===== src/rtl/cw_output_arbiter_if.sv =====
// rtl/cw_output_arbiter_if.sv - CW output arbiter requester/downstream bundle
// Requesters and the downstream link sit on the master side; the arbiter is the slave.
interface cw_output_arbiter_if #(
    parameter int DATA_WIDTH = 64
);
    logic                  polarity;
    logic                  req_cw_even;
    logic                  req_cw_odd;
    logic                  req_pe_even;
    logic                  req_pe_odd;
    logic [DATA_WIDTH-1:0] data_cw_even;
    logic [DATA_WIDTH-1:0] data_cw_odd;
    logic [DATA_WIDTH-1:0] data_pe_even;
    logic [DATA_WIDTH-1:0] data_pe_odd;
    logic                  gnt_cw_even;
    logic                  gnt_cw_odd;
    logic                  gnt_pe_even;
    logic                  gnt_pe_odd;
    logic                  cwso;
    logic                  cwro;
    logic [DATA_WIDTH-1:0] cwdo;

    modport master (
        input  polarity, gnt_cw_even, gnt_cw_odd, gnt_pe_even, gnt_pe_odd, cwso, cwdo,
        output req_cw_even, req_cw_odd, req_pe_even, req_pe_odd,
        output data_cw_even, data_cw_odd, data_pe_even, data_pe_odd, cwro
    );

    modport slave (
        output polarity, gnt_cw_even, gnt_cw_odd, gnt_pe_even, gnt_pe_odd, cwso, cwdo,
        input  req_cw_even, req_cw_odd, req_pe_even, req_pe_odd,
        input  data_cw_even, data_cw_odd, data_pe_even, data_pe_odd, cwro
    );
endinterface


===== src/rtl/cw_output_arbiter.sv =====
// rtl/cw_output_arbiter.sv - CW link output arbiter with per-VC round-robin and one-packet buffers
// Index 0 of every per-VC array is the even VC, index 1 the odd VC.
module cw_output_arbiter #(
    parameter int DATA_WIDTH = 64,
    parameter int HOP_MSB    = 55,
    parameter int HOP_LSB    = 48
) (
    input logic                 clk,
    input logic                 rst,
    cw_output_arbiter_if.slave  bus
);
    typedef enum logic [1:0] {
        EMPTY = 2'd0,
        GRANT = 2'd1,
        FULL  = 2'd2
    } state_t;

    state_t                state_q    [2];
    logic                  ptr_pe_q   [2];
    logic                  gnt_cw_q   [2];
    logic                  gnt_pe_q   [2];
    logic [DATA_WIDTH-1:0] buf_q      [2];
    logic                  polarity_q;
    logic                  cwso_q;
    logic [DATA_WIDTH-1:0] cwdo_q;

    logic                  req_cw     [2];
    logic                  req_pe     [2];
    logic [DATA_WIDTH-1:0] data_cw    [2];
    logic [DATA_WIDTH-1:0] data_pe    [2];

    assign req_cw[0]  = bus.req_cw_even;
    assign req_cw[1]  = bus.req_cw_odd;
    assign req_pe[0]  = bus.req_pe_even;
    assign req_pe[1]  = bus.req_pe_odd;
    assign data_cw[0] = bus.data_cw_even;
    assign data_cw[1] = bus.data_cw_odd;
    assign data_pe[0] = bus.data_pe_even;
    assign data_pe[1] = bus.data_pe_odd;

    // Each hop consumed on the CW link halves the hop field; other bits pass untouched.
    function automatic logic [DATA_WIDTH-1:0] hop_shift(input logic [DATA_WIDTH-1:0] d);
        logic [DATA_WIDTH-1:0] r;
        r = d;
        r[HOP_MSB:HOP_LSB] = d[HOP_MSB:HOP_LSB] >> 1;
        return r;
    endfunction

    always_ff @(posedge clk) begin
        if (rst) begin
            polarity_q <= 1'b0;
            cwso_q     <= 1'b0;
            cwdo_q     <= '0;
            for (int v = 0; v < 2; v++) begin
                state_q[v]  <= EMPTY;
                ptr_pe_q[v] <= 1'b0;
                gnt_cw_q[v] <= 1'b0;
                gnt_pe_q[v] <= 1'b0;
                buf_q[v]    <= '0;
            end
        end else begin
            polarity_q <= ~polarity_q;
            cwso_q     <= 1'b0;
            for (int v = 0; v < 2; v++) begin
                case (state_q[v])
                    EMPTY: begin
                        if (req_cw[v] || req_pe[v]) begin
                            state_q[v] <= GRANT;
                            if (req_cw[v] && (!req_pe[v] || !ptr_pe_q[v])) begin
                                gnt_cw_q[v] <= 1'b1;
                                ptr_pe_q[v] <= 1'b1;
                            end else begin
                                gnt_pe_q[v] <= 1'b1;
                                ptr_pe_q[v] <= 1'b0;
                            end
                        end
                    end
                    GRANT: begin
                        buf_q[v]    <= gnt_cw_q[v] ? data_cw[v] : data_pe[v];
                        gnt_cw_q[v] <= 1'b0;
                        gnt_pe_q[v] <= 1'b0;
                        state_q[v]  <= FULL;
                    end
                    FULL: begin
                        // Polarity parity makes the two VCs mutually exclusive on cwso/cwdo.
                        if ((polarity_q == v[0]) && bus.cwro) begin
                            cwso_q     <= 1'b1;
                            cwdo_q     <= hop_shift(buf_q[v]);
                            state_q[v] <= EMPTY;
                        end
                    end
                    default: begin
                        state_q[v] <= EMPTY;
                    end
                endcase
            end
        end
    end

    assign bus.polarity    = polarity_q;
    assign bus.gnt_cw_even = gnt_cw_q[0];
    assign bus.gnt_cw_odd  = gnt_cw_q[1];
    assign bus.gnt_pe_even = gnt_pe_q[0];
    assign bus.gnt_pe_odd  = gnt_pe_q[1];
    assign bus.cwso        = cwso_q;
    assign bus.cwdo        = cwdo_q;
endmodule


===== src/flat_wrapper.sv =====
// flat-port wrapper written by rule: the top's interface ports become plain ports
module cw_output_arbiter_flat 
#(
    parameter int DATA_WIDTH = 64,
    parameter int HOP_MSB    = 55,
    parameter int HOP_LSB    = 48
)
  (clk, rst, bus_polarity, bus_gnt_cw_even, bus_gnt_cw_odd, bus_gnt_pe_even, bus_gnt_pe_odd, bus_cwso, bus_cwdo, bus_req_cw_even, bus_req_cw_odd, bus_req_pe_even, bus_req_pe_odd, bus_data_cw_even, bus_data_cw_odd, bus_data_pe_even, bus_data_pe_odd, bus_cwro);
  cw_output_arbiter_if #(.DATA_WIDTH(DATA_WIDTH)) bus_i ();
  input logic clk;
  input logic rst;
  output wire logic [$bits(bus_i.polarity)-1:0] bus_polarity;
  output wire logic [$bits(bus_i.gnt_cw_even)-1:0] bus_gnt_cw_even;
  output wire logic [$bits(bus_i.gnt_cw_odd)-1:0] bus_gnt_cw_odd;
  output wire logic [$bits(bus_i.gnt_pe_even)-1:0] bus_gnt_pe_even;
  output wire logic [$bits(bus_i.gnt_pe_odd)-1:0] bus_gnt_pe_odd;
  output wire logic [$bits(bus_i.cwso)-1:0] bus_cwso;
  output wire logic [$bits(bus_i.cwdo)-1:0] bus_cwdo;
  input wire logic [$bits(bus_i.req_cw_even)-1:0] bus_req_cw_even;
  input wire logic [$bits(bus_i.req_cw_odd)-1:0] bus_req_cw_odd;
  input wire logic [$bits(bus_i.req_pe_even)-1:0] bus_req_pe_even;
  input wire logic [$bits(bus_i.req_pe_odd)-1:0] bus_req_pe_odd;
  input wire logic [$bits(bus_i.data_cw_even)-1:0] bus_data_cw_even;
  input wire logic [$bits(bus_i.data_cw_odd)-1:0] bus_data_cw_odd;
  input wire logic [$bits(bus_i.data_pe_even)-1:0] bus_data_pe_even;
  input wire logic [$bits(bus_i.data_pe_odd)-1:0] bus_data_pe_odd;
  input wire logic [$bits(bus_i.cwro)-1:0] bus_cwro;
  assign bus_polarity = bus_i.polarity;
  assign bus_gnt_cw_even = bus_i.gnt_cw_even;
  assign bus_gnt_cw_odd = bus_i.gnt_cw_odd;
  assign bus_gnt_pe_even = bus_i.gnt_pe_even;
  assign bus_gnt_pe_odd = bus_i.gnt_pe_odd;
  assign bus_cwso = bus_i.cwso;
  assign bus_cwdo = bus_i.cwdo;
  assign bus_i.req_cw_even = bus_req_cw_even;
  assign bus_i.req_cw_odd = bus_req_cw_odd;
  assign bus_i.req_pe_even = bus_req_pe_even;
  assign bus_i.req_pe_odd = bus_req_pe_odd;
  assign bus_i.data_cw_even = bus_data_cw_even;
  assign bus_i.data_cw_odd = bus_data_cw_odd;
  assign bus_i.data_pe_even = bus_data_pe_even;
  assign bus_i.data_pe_odd = bus_data_pe_odd;
  assign bus_i.cwro = bus_cwro;
  cw_output_arbiter #(.DATA_WIDTH(DATA_WIDTH), .HOP_MSB(HOP_MSB), .HOP_LSB(HOP_LSB)) u_core (.clk(clk), .rst(rst), .bus(bus_i));
endmodule

===== config.mk =====
export PLATFORM = sky130hd
export DESIGN_NAME = cw_output_arbiter_flat
export DESIGN_NICKNAME = d
export VERILOG_FILES = /design/src/rtl/cw_output_arbiter_if.sv /design/src/rtl/cw_output_arbiter.sv /design/src/flat_wrapper.sv
export SDC_FILE = /design/constraint.sdc
export NUM_CORES = 1
export LEC_CHECK = 0
export BUFFER_PORTS_ARGS = -buffer_cell sky130_fd_sc_hd__buf_2
export CAP_MARGIN = 20
export CORE_MARGIN = 10
export CORE_UTILIZATION = 46
export CTS_CLUSTER_SIZE = 12
export DETAILED_ROUTE_END_ITERATION = 8
export PLACE_DENSITY_LB_ADDON = 0.3
export SYNTH_ARGS = -nofsm -noshare
export SYNTH_HDL_FRONTEND = slang
export SYNTH_SLANG_ARGS = --single-unit

===== constraint.sdc =====
create_clock -name clk -period 2.76 [get_ports clk]
set_input_delay 0.276 -clock clk [delete_from_list [all_inputs] [get_ports clk]]
set_output_delay 0.276 -clock clk [all_outputs]
set_load 0.1 [all_outputs]

=== Word level (Yosys, flattened, before mapping) ===
Memory sizes are Yosys's and may differ from the RTL's.
Cells that the tools add are included.

* Bits in writable memories: 138
* Output and inout bits: 70
* Register bits after elaboration: 66
* Input bits: 263
* Memories kept: 5
* Logic and storage cells: 131

* Multiplexer cells: 80
* Equal/unequal tests: 4
* Reduce and logical (&&, ||, !) cells: 16
* Bitwise operators: 23

{| class="wikitable"
|+ Memories
! name !! words !! width !! read ports !! clocked after Yosys merged registers in !! wr ports !! RTL line !! text
|-
| u_core.buf_q || 2 || 64 || 2 || 0 || 2 || cw_output_arbiter.sv:22 || <nowiki>logic [DATA_WIDTH-1:0] buf_q [2];</nowiki>
|-
| u_core.state_q || 2 || 2 || 2 || 0 || 2 || cw_output_arbiter.sv:18 || <nowiki>state_t state_q [2];</nowiki>
|-
| u_core.gnt_cw_q || 2 || 1 || 2 || 0 || 2 || cw_output_arbiter.sv:20 || <nowiki>logic gnt_cw_q [2];</nowiki>
|-
| u_core.gnt_pe_q || 2 || 1 || 2 || 0 || 2 || cw_output_arbiter.sv:21 || <nowiki>logic gnt_pe_q [2];</nowiki>
|-
| u_core.ptr_pe_q || 2 || 1 || 2 || 0 || 2 || cw_output_arbiter.sv:19 || <nowiki>logic ptr_pe_q [2];</nowiki>
|}

{| class="wikitable"
|+ Operator list
! kind !! number
|-
| 64-bit 2-to-1 mux || 8
|-
| 1-bit 2-to-1 mux || 64
|-
| 1-bit OR || 22
|-
| 2-bit 2-to-1 mux || 8
|-
| 3-bit OR reduction || 2
|-
| 2-bit by 1-bit equality test with 1-bit output, second input constant || 2
|-
| 2-bit equality test, second input constant || 2
|-
| 1-bit logical AND || 4
|-
| 1-bit logical NOT || 4
|-
| 2-bit logical NOT || 2
|-
| 1-bit logical OR || 4
|-
| 1-bit NOT || 1
|}

=== Depth between registers and ports, before layout ===
Gate-level depths: netlist of the first run.

* Word-level depth: 10
* Gate-level depth with buffers: 6

=== Worst setup path after synthesis of the first run ===
OpenSTA, ideal clock, no wires.

* Path kind: input -> register
* From: input port rst
* To: memory u_core.buf_q[1][36], in the netlist u_core.buf_q[0][100] (enable)
* Arrival time: 2207 ps
* Required time: 2328 ps
* Stages: 3
* Library setup time: 432 ps
* Path slack: 121 ps
* Cell sequence: buf_2 > buf_2 > nand2b_1

{| class="wikitable"
|+ RTL lines
! item !! RTL line !! text
|-
| start, declared || flat_wrapper.sv:11 || <nowiki>input logic rst;</nowiki>
|-
| end, declared || cw_output_arbiter.sv:22 ||
|}

==> metrics.txt, run 1 <==
status=completed; clock sink total=202; placed cell count=1,367; filler instances=1,750; fin nets=1,384; hold buffers post-CTS=0; Critical Path AT=1900 ps; Die Wd=163 µm; number of synthesized flops with an enable pin=132; clk_lat worst skew=500 ps; Rows=52; die area=26,700 µm²; crit path max-delay cell type=dfxtp_4; YS warnings=0; Clock Skews=8.76 ps; Fin. Hold Viols=0; # Post-CTS Setup Buffers=0; Top Family by Delay on Critical Path=flip-flops; Die Y=163 µm; CP Class=reg -> out; synth unique cells=36; Setup WS pre-CTS=783 ps; gpl congestion=0.806; PnR worst setup slack=585 ps; vias in the first global route=7,664; ys async rst share=0%; CP Cell Sequence=buf_2; CP Max Fanout=40; drt pass-1 iters=4; first-pass GRT wire length=39.0 mm; clk slew on worst S/H paths=60 ps; core area=20,200 µm²; Netlist Area Pre-Place=9470 µm²; Yosys reg bits=202; area of the multi-input gates=3760 µm²; RSZ-0062 raised after global routing=false; vias per std cell=5.04; Syn Inst Count=816; I/O pin count=333; largest buffer count on any clock path=3; Max Freq=460 MHz; WP buf/inv=1; Clock Tree Root=clkbuf_16; H-tree level count=1; total routed wirelength=25.1 mm; CTS Buf Count=22; Critical Path Sink Type=primary output; fin crit share=78.8%; post-synthesis sequential area ratio=56.7%; Syn Area/Cell=11.6 µm²; max_slew headroom=51.1%; Finished Layout Cells=1,408; total power after layout=9380 µW; Final Core Density=59.4%; DP Wirelength=17.6 mm; crit start category=register; DRT iter0 DRCs=264; gr usage total=17.8%; register area=5370 µm²; GR Overflow Total=0; CP peak stage delay=830 ps; Syn Nets=1,079; largest net degree at the start of global routing=71; CTS-repair resized insts=0; met2 global-route usage=32.8%; worst min path class=in -> reg; initial core utilization=46.8%; Setup-failing EPs final=0; # port buffers=328; share of cells above drive strength 1=42.7%; setup TNS=0 ps; Least-Margin Pin Slew=733 ps; MaxCap Viol Count=0; post-route antenna net violation count=0; Vias=7,099; CTS tree=built; PwrDens=780 nW/µm²; Tmin final=2170 ps; met1 usage=20.0%; antenna violations before repair=1; Pins Over Slew Limit=0; grt peak-use layer=met2; Synth Flop Type=edfxtp_1; maximum vdd drop=0.430 mV; drt wl/cell=17.8 µm; P_leak=0.00499 µW; Required @ worst endpoint=2480 ps; grt met3 use=4.58%; Remaining DRCs=0; P&R area growth vs syn=26.9%
[cell usage in the layout, fill, tap and decap left out, types with 2 or more instances in the layout]
cell       instances
clkbuf_8           2
a21oi_1            6
mux2i_1          126
or4_1              2
nand2_1           77
edfxtp_1         132
buf_4             11
a311oi_2          50
nand3_1            4
nand2_2           50
nand2b_4           2
a311oi_1          14
nand2b_1           5
nor2_1           194
clkbuf_16         23
buf_2            327
dfxtp_1           69
or2_2              2
clkinv_2           4
buf_12             8
clkbuf_1           9
[worst reg2reg max path: stages (launching register included)]
cell and delay, ps:
edfxtp_1 490, and4bb_4 630, buf_4 400, nand2_2 100, a311oi_2 260
[kinds of logic (layout without fill, tap and decap cells)]
group | after synthesis | in the layout | share of synthesized area (%)
AOI/OAI and AO/OA | 77 | 77 | 10.1
buffers and inverters | 66 | 387 | 4.08
DFF | 202 | 202 | 56.7
muxes | 126 | 126 | 13.3
other | 0 | 1 | 0
and+or+nand+nor | 345 | 345 | 15.8
[layer usage]
metal / share of wire (%) / vias to the layer above / routed length [µm]
met4: 1.8 / 0 / 447
met2: 52 / 200 / 13200
met3: 7.1 / 27 / 1780
li1: - / 3515 / -
met5: 0 / - / 0
met1: 39 / 3357 / 9700
[state kept, by name (all words and copies together), names as in the netlist]
register and flops:
u_core.buf_q 126, u_core.gnt_pe_q 2, u_core.state_q 4, u_core.bus.polarity 1, u_core.bus.cwdo 64, u_core.ptr_pe_q 2, u_core.bus.cwso 1, u_core.gnt_cw_q 2
[stage by stage]
| stage | hold WS [ps] | area, µm² |
|---|---|---|
| 3_3_place_gp | 461 | 11300 |
| 6_report | 32.0 | 12000 |
| 4_1_cts | 8.61 | 12000 |
| 3_5_place_dp | 472 | 11300 |
| 5_1_grt | 47.7 | 12000 |
| 2_1_floorplan | 386 | 9470 |
[final timing paths]
kind	startpoint	end	slack (ps)	cells after the start
max	u_core.gnt_cw_q[1]$_SDFFE_PP0P_	bus_gnt_cw_odd	590	1
min	bus_req_pe_odd	u_core.ptr_pe_q[1]$_SDFFE_PP0P_	30	2
max reg2reg	u_core.state_q[0][0]$_SDFFCE_PP0P_	u_core.bus.cwdo[6]$_SDFF_PP0_	800	4
min reg2reg	u_core.bus.cwdo[46]$_SDFF_PP0_	u_core.bus.cwdo[46]$_SDFF_PP0_	480	2
[synthesized netlist by cell type, types with 5 or more instances]
| library cell | count | area (µm²) |
|---|---|---|
| nor2_1 | 194 | 728 |
| edfxtp_1 | 132 | 3960 |
| mux2i_1 | 126 | 1260 |
| nand2_1 | 77 | 289 |
| dfxtp_1 | 70 | 1400 |
| a311oi_2 | 50 | 751 |
| nand2_2 | 50 | 313 |
| buf_2 | 37 | 185 |
| clkbuf_1 | 15 | 56.3 |
| a311oi_1 | 14 | 123 |
| nand2b_1 | 7 | 43.8 |
| a21oi_1 | 6 | 30.0 |
| buf_1 | 6 | 22.5 |
| buf_12 | 5 | 100 |
[power breakdown]
part / leakage (µW) / switching, µW / internal, µW
sequential: 0.00197 / 241 / 3900
clock: 0.000326 / 1140 / 1590
combinational: 0.00270 / 1730 / 778
total: 0.00499 / 3110 / 6270
[layout make-up]
cell class / count / share of cell area (%)
Sequential cell: 202 / 44.7
Multi-Input combinational cell: 548 / 31.3
Timing Repair Buffer: 346 / 15.6
Clock buffer: 34 / 5.30
Tap cell: 270 / 2.81
Clock inverter: 6 / 0.260
Inverter: 1 / 0.0312
Antenna cell: 1 / 0.0208
No activity file was read; power rests on OpenSTA's default activity.
==> run 2, diff against run 1 <==
- clock period: 2.76 -> 2 ns (I/O delays scaled with it)
==> metrics.txt, run 2 (synthesis results as in run 1) <==
Remaining DRCs=0 (unchanged); Top reg by flops=u_core.buf_q; Final Core Density=60.3% (+0.87 points); largest buffer count on any clock path=3 (unchanged); Design Area, Final=12,200 µm² (+1.5%); P&R area growth vs syn=28.8%; P_leak=0.00507 µW (+1.5%); CTS tree=built; Largest register FFs=126 (unchanged); clk slew on worst S/H paths=60 ps (about the same); MaxCap Viol Count=0 (unchanged); CP Cell Sequence=buf_12, buf_2; CTS-repair resized insts=0 (unchanged); filler instances=1,715 (-2.0%); Fin. Hold Viols=0 (unchanged); gr usage total=18.1% (+0.23 points); worst hold margin=16.8 ps (-15.2 ps); Clk pwr share=29.7% (+0.6 points); DRT iter0 DRCs=311 (+18%); die area=26,700 µm² (unchanged); share of cells above drive strength 1=43.0% (+0.21 points); Clock Skews=6.91 ps (-1.85 ps); total routed wirelength=25.5 mm (+1.5%); Die Y=163 µm (unchanged); crit path max-delay cell type=buf_2; clock sink total=202 (unchanged); area of the multi-input gates=3760 µm² (unchanged); Critical Path AT=1690 ps (-210 ps); vias per std cell=5.09 (+0.90%); Required @ worst endpoint=1800 ps (-680 ps); antenna violations before repair=0 (-1); core area=20,200 µm² (unchanged); post-route antenna net violation count=0 (unchanged); Clock Tree Root=clkbuf_16; max_slew headroom=61.5% (+10 points); most common cell after layout, fill and taps aside=buf_2; Pins Over Slew Limit=0 (unchanged); GR Overflow Total=0 (unchanged); Max Freq=529 MHz; crit start category=register; status=completed; Antenna Cells=0 (-1); setup TNS=0 ps (unchanged); # port buffers=328 (unchanged); grt peak-use layer=met2; H-tree level count=1 (unchanged); Least-Margin Pin Slew=578 ps (-155 ps); I/O pin count=333 (unchanged); first-pass GRT wire length=39.3 mm (+0.73%); fin crit share=94.5%; Critical Path Sink Type=primary output; Die Wd=163 µm (unchanged); met2 global-route usage=32.1% (-0.67 points); most frequent cells in the layout=buf_2 (326), nor2_1 (194), edfxtp_1 (132), mux2i_1 (126), nand2_1 (77); register area=5370 µm² (about the same); fin nets=1,391 (+0.51%); PwrDens=1080 nW/µm² (+39%); Setup-failing EPs final=0 (unchanged); Psw=4340 µW (+39%); Comb power frac=26.9% (+0.2 points); worst min path class=in -> reg; largest net degree at the start of global routing=82 (+15%); CP peak stage delay=470 ps (-360 ps); CTS Buf Count=23 (+4.5%); Rows=52 (unchanged); CP Class=reg -> out; switching fraction of total power=32.9% (-0.27 points); CP Max Fanout=28 (-30%); vias in the first global route=7,665 (+0.013%); RSZ-0062 raised after global routing=false; initial core utilization=46.8% (unchanged); Area after DPL=11,400 µm² (+0.87%); gpl congestion=0.800 (-0.72%); met1 usage=20.9% (+0.89 points); drt wl/cell=18.0 µm (+1.1%); internal power=8850 µW (+41%); maximum vdd drop=0.557 mV (+30%); drt pass-1 iters=4 (unchanged); Vias=7,188 (+1.3%); # Post-CTS Setup Buffers=0 (unchanged); DP Wirelength=18.0 mm (+2.4%); Reg power frac=43.3% (-0.9 points); Tmin final=1890 ps; grt met3 use=5.08% (+0.50 points); clk_lat worst skew=490 ps (about the same)
-- run 2: cell types whose count changed in the layout (fill, tap and decap cells not counted), moves of 2 or more --
cell / before / now
buf_12: 8 / 15
dlygate4sd3_1: 0 / 5
clkinv_2: 4 / 6
clkbuf_1: 9 / 6
buf_4: 11 / 6
-- run 2: path summary, 6_finish.rpt --
path	start	end	slack, ps	cells after the start
min	bus_data_pe_odd[50]	u_core.buf_q[0][114]$_SDFFCE_PN0P_	20	3
min reg2reg	u_core.gnt_pe_q[1]$_SDFFE_PP0P_	u_core.gnt_pe_q[1]$_SDFFE_PP0P_	480	2
max	u_core.gnt_cw_q[0]$_SDFFCE_PN0P_	bus_gnt_cw_even	110	2
max reg2reg	u_core.state_q[0][0]$_SDFFCE_PP0P_	u_core.bus.cwdo[44]$_SDFF_PP0_	310	4
-- run 2: per-stage QoR --
stage | instances | total power [µW] | setup slack (ps)
4_1_cts | 1413 | 13300 | 61.8
3_3_place_gp | 1368 | 9320 | 364
3_5_place_dp | 1368 | 9390 | 326
5_1_grt | 1413 | 13800 | 43.1
6_report | 1413 | 13200 | 110
2_1_floorplan | 816 | 8370 | 17.2
-- run 2: critical path: cells and delay by family, from the launching register on --
kind	cells	cell delay, ps
buffers and inverters	2	710
DFF	1	460
-- run 2: final cells by class --
type                       instances  area share (%)
inverter                           1          0.0308
sequential                       202            44.0
tap                              270            2.77
clock buffer                      31            5.13
timing repair buffer             352            16.6
multi-input combinational        548            30.8
clock inverter                     9           0.585
-- run 2: what timing repair did --
item | CTS | global route
hold buffers | 5 | 0
endpoints found under the setup margin | 0 | 0
hold endpoints to repair | 5 | 0
-- run 2: power groups by stage --
stage                     clock network, µW  logic (µW)  registers (µW)
after CTS                              3990        3610            5710
final                                  3920        3550            5710
after detailed placement                  0        3590            5790
after global routing                   4160        3800            5790
after floorplan                           0        1690            6690
after global placement                    0        3550            5770
-- run 2: metal layers --
layer / wire length [µm] / share of wire [%]
met4: 524 / 2.1
met5: 0 / 0
met2: 13100 / 51
met1: 10100 / 40
met3: 1730 / 6.8
==> run 3, diff against run 2 <==
- CORE_MARGIN: 10 -> default
==> metrics.txt, run 3 (synthesis results as in run 1) <==
I/O pin count=333 (unchanged); Comb power frac=26.4% (-0.5 points); CTS tree=built; largest net degree at the start of global routing=71 (-13%); total routed wirelength=22.8 mm (-10%); status=completed; WP buf/inv=1 (-1); # port buffers=328 (unchanged); Top reg by flops=u_core.buf_q; hold path cells=3 (unchanged); CP Class=reg -> out; CP Cell Sequence=buf_2; vias in the first global route=7,426 (-3.1%); Largest register FFs=126 (unchanged); initial core utilization=46.8% (unchanged); clk slew on worst S/H paths=60 ps (about the same); post-route antenna net violation count=0 (unchanged); crit start category=register; fin crit share=89.6% (-4.9 points); most frequent cells in the layout=buf_2 (326), nor2_1 (194), edfxtp_1 (132), mux2i_1 (126), nand2_1 (77); P&R area growth vs syn=31.3%; CP Launch Point=u_core.gnt_cw_q[1]$_SDFFE_PP0P_; Tmin final=1790 ps (-98.7 ps); Psw=4370 µW (+0.81%); Levels on crit path=1 (-1); vias per std cell=5.09 (+0.14%); Critical Path AT=1590 ps (-100 ps); Rows=52 (unchanged); filler instances=1,647 (-4.0%); gpl congestion=0.742 (-7.3%); Die Y=145 µm (-11%); Required @ worst endpoint=1800 ps (about the same); Final Core Density=61.4% (+1.2 points); DRT iter0 DRCs=236 (-24%); drt pass-1 iters=5 (+1); total power after layout=13,700 µW (+4.0%); PnR worst setup slack=208 ps (+98.7 ps); Setup WS pre-CTS=260 ps (-65.4 ps); die area=21,200 µm² (-21%); Pins Over Slew Limit=0 (unchanged); worst min path class=in -> reg; Clk pwr share=31.9% (+2.2 points); core area=20,200 µm² (unchanged); largest buffer count on any clock path=3 (unchanged); Die Wd=145 µm (-11%); clk_lat worst skew=510 ps (+20 ps); crit path max-delay cell type=dfxtp_4; GR Overflow Total=0 (unchanged); antenna violations before repair=3 (+3); PwrDens=1100 nW/µm² (+2.0%); clock sink total=202 (unchanged); setup TNS=0 ps (unchanged); MaxCap Viol Count=0 (unchanged); fin nets=1,407 (+1.2%); Critical Path Sink Type=primary output; share of cells above drive strength 1=42.7% (-0.24 points); internal power=9340 µW (+5.6%); CTS Buf Count=23 (unchanged); FF-to-FF path depth=4 (unchanged); Vias=7,295 (+1.5%); Clock Tree Root=clkbuf_16; Least-Margin Pin Slew=640 ps (+62.0 ps); most common cell after layout, fill and taps aside=buf_2; DP Wirelength=15.2 mm (-16%); gr usage total=21.6% (+3.5 points); RSZ-0062 raised after global routing=false; Reg power frac=41.7% (-1.6 points); CP peak stage delay=580 ps (+110 ps); maximum vdd drop=0.651 mV (+17%); Setup-failing EPs final=0 (unchanged); Max Freq=558 MHz (+5.5%); Fin. Hold Viols=0 (unchanged); Remaining DRCs=0 (unchanged); H-tree level count=1 (unchanged); drt wl/cell=15.9 µm (-12%); CP Max Fanout=19 (-32%); switching fraction of total power=31.9% (-1.0 points); max_slew headroom=57.3% (-4.1 points); P_leak=0.00518 µW (+2.2%); Top Family by Delay on Critical Path=flip-flops; min-delay src=bus_data_pe_even[45]; Clock Skews=15.6 ps (+8.66 ps); reg2reg start=u_core.state_q[0][0]$_SDFFCE_PP0P_; first-pass GRT wire length=36.8 mm (-6.3%)
## run 3: cell type report
class,count,area (µm²),share of cell area (%)
multi-input cells,548,3760,30.2
flip-flops and latches,202,5370,43.2
clock buffers,33,643,5.18
diodes,1,2.50,0.0201
clock inverters,9,149,1.20
inverters,1,3.75,0.0302
well taps,270,338,2.72
repair buffers,368,2160,17.4
## run 3: power by group through the flow
| stage | combinational, µW | clock [µW] | sequential [µW] |
|---|---|---|---|
| 2_1_floorplan | 1690 | 0 | 6690 |
| 3_3_place_gp | 3570 | 0 | 5760 |
| 3_5_place_dp | 3620 | 0 | 5800 |
| 4_1_cts | 3660 | 4470 | 5720 |
| 5_1_grt | 3860 | 4640 | 5800 |
| 6_report | 3620 | 4380 | 5720 |
## run 3: metal layers
layer | global-route usage, % | share of wire [%] | vias up
li1 | - | - | 3566
met1 | 24.9 | 39 | 3413
met2 | 39.8 | 51 | 266
met3 | 4.08 | 6.6 | 46
met4 | 7.42 | 2.9 | 4
met5 | 0 | 0.10 | -
## run 3: stage by stage
step	cells	instance area, µm²	hold WS, ps
floorplan	816	9480	310
global placement	1373	11500	443
detailed placement	1373	11500	457
CTS	1431	12400	0.205
global route	1432	12400	12.2
finish	1432	12400	11.5
## run 3: path summary, 6_finish.rpt
check | end | slack [ps]
worst min register to register | u_core.bus.polarity$_SDFF_PP0_ | 460
worst max-delay path | bus_gnt_cw_odd | 210
worst min-delay path | u_core.buf_q[0][45]$_SDFFCE_PN0P_ | 10
worst max register to register | u_core.bus.cwdo[47]$_SDFF_PP0_ | 230
## run 3: what timing repair did
action | in CTS | in global routing
endpoints found under the hold margin | 14 | 0
setup buffers | 0 | 0
resized for setup | 0 | 0
hold buffers | 16 | 0
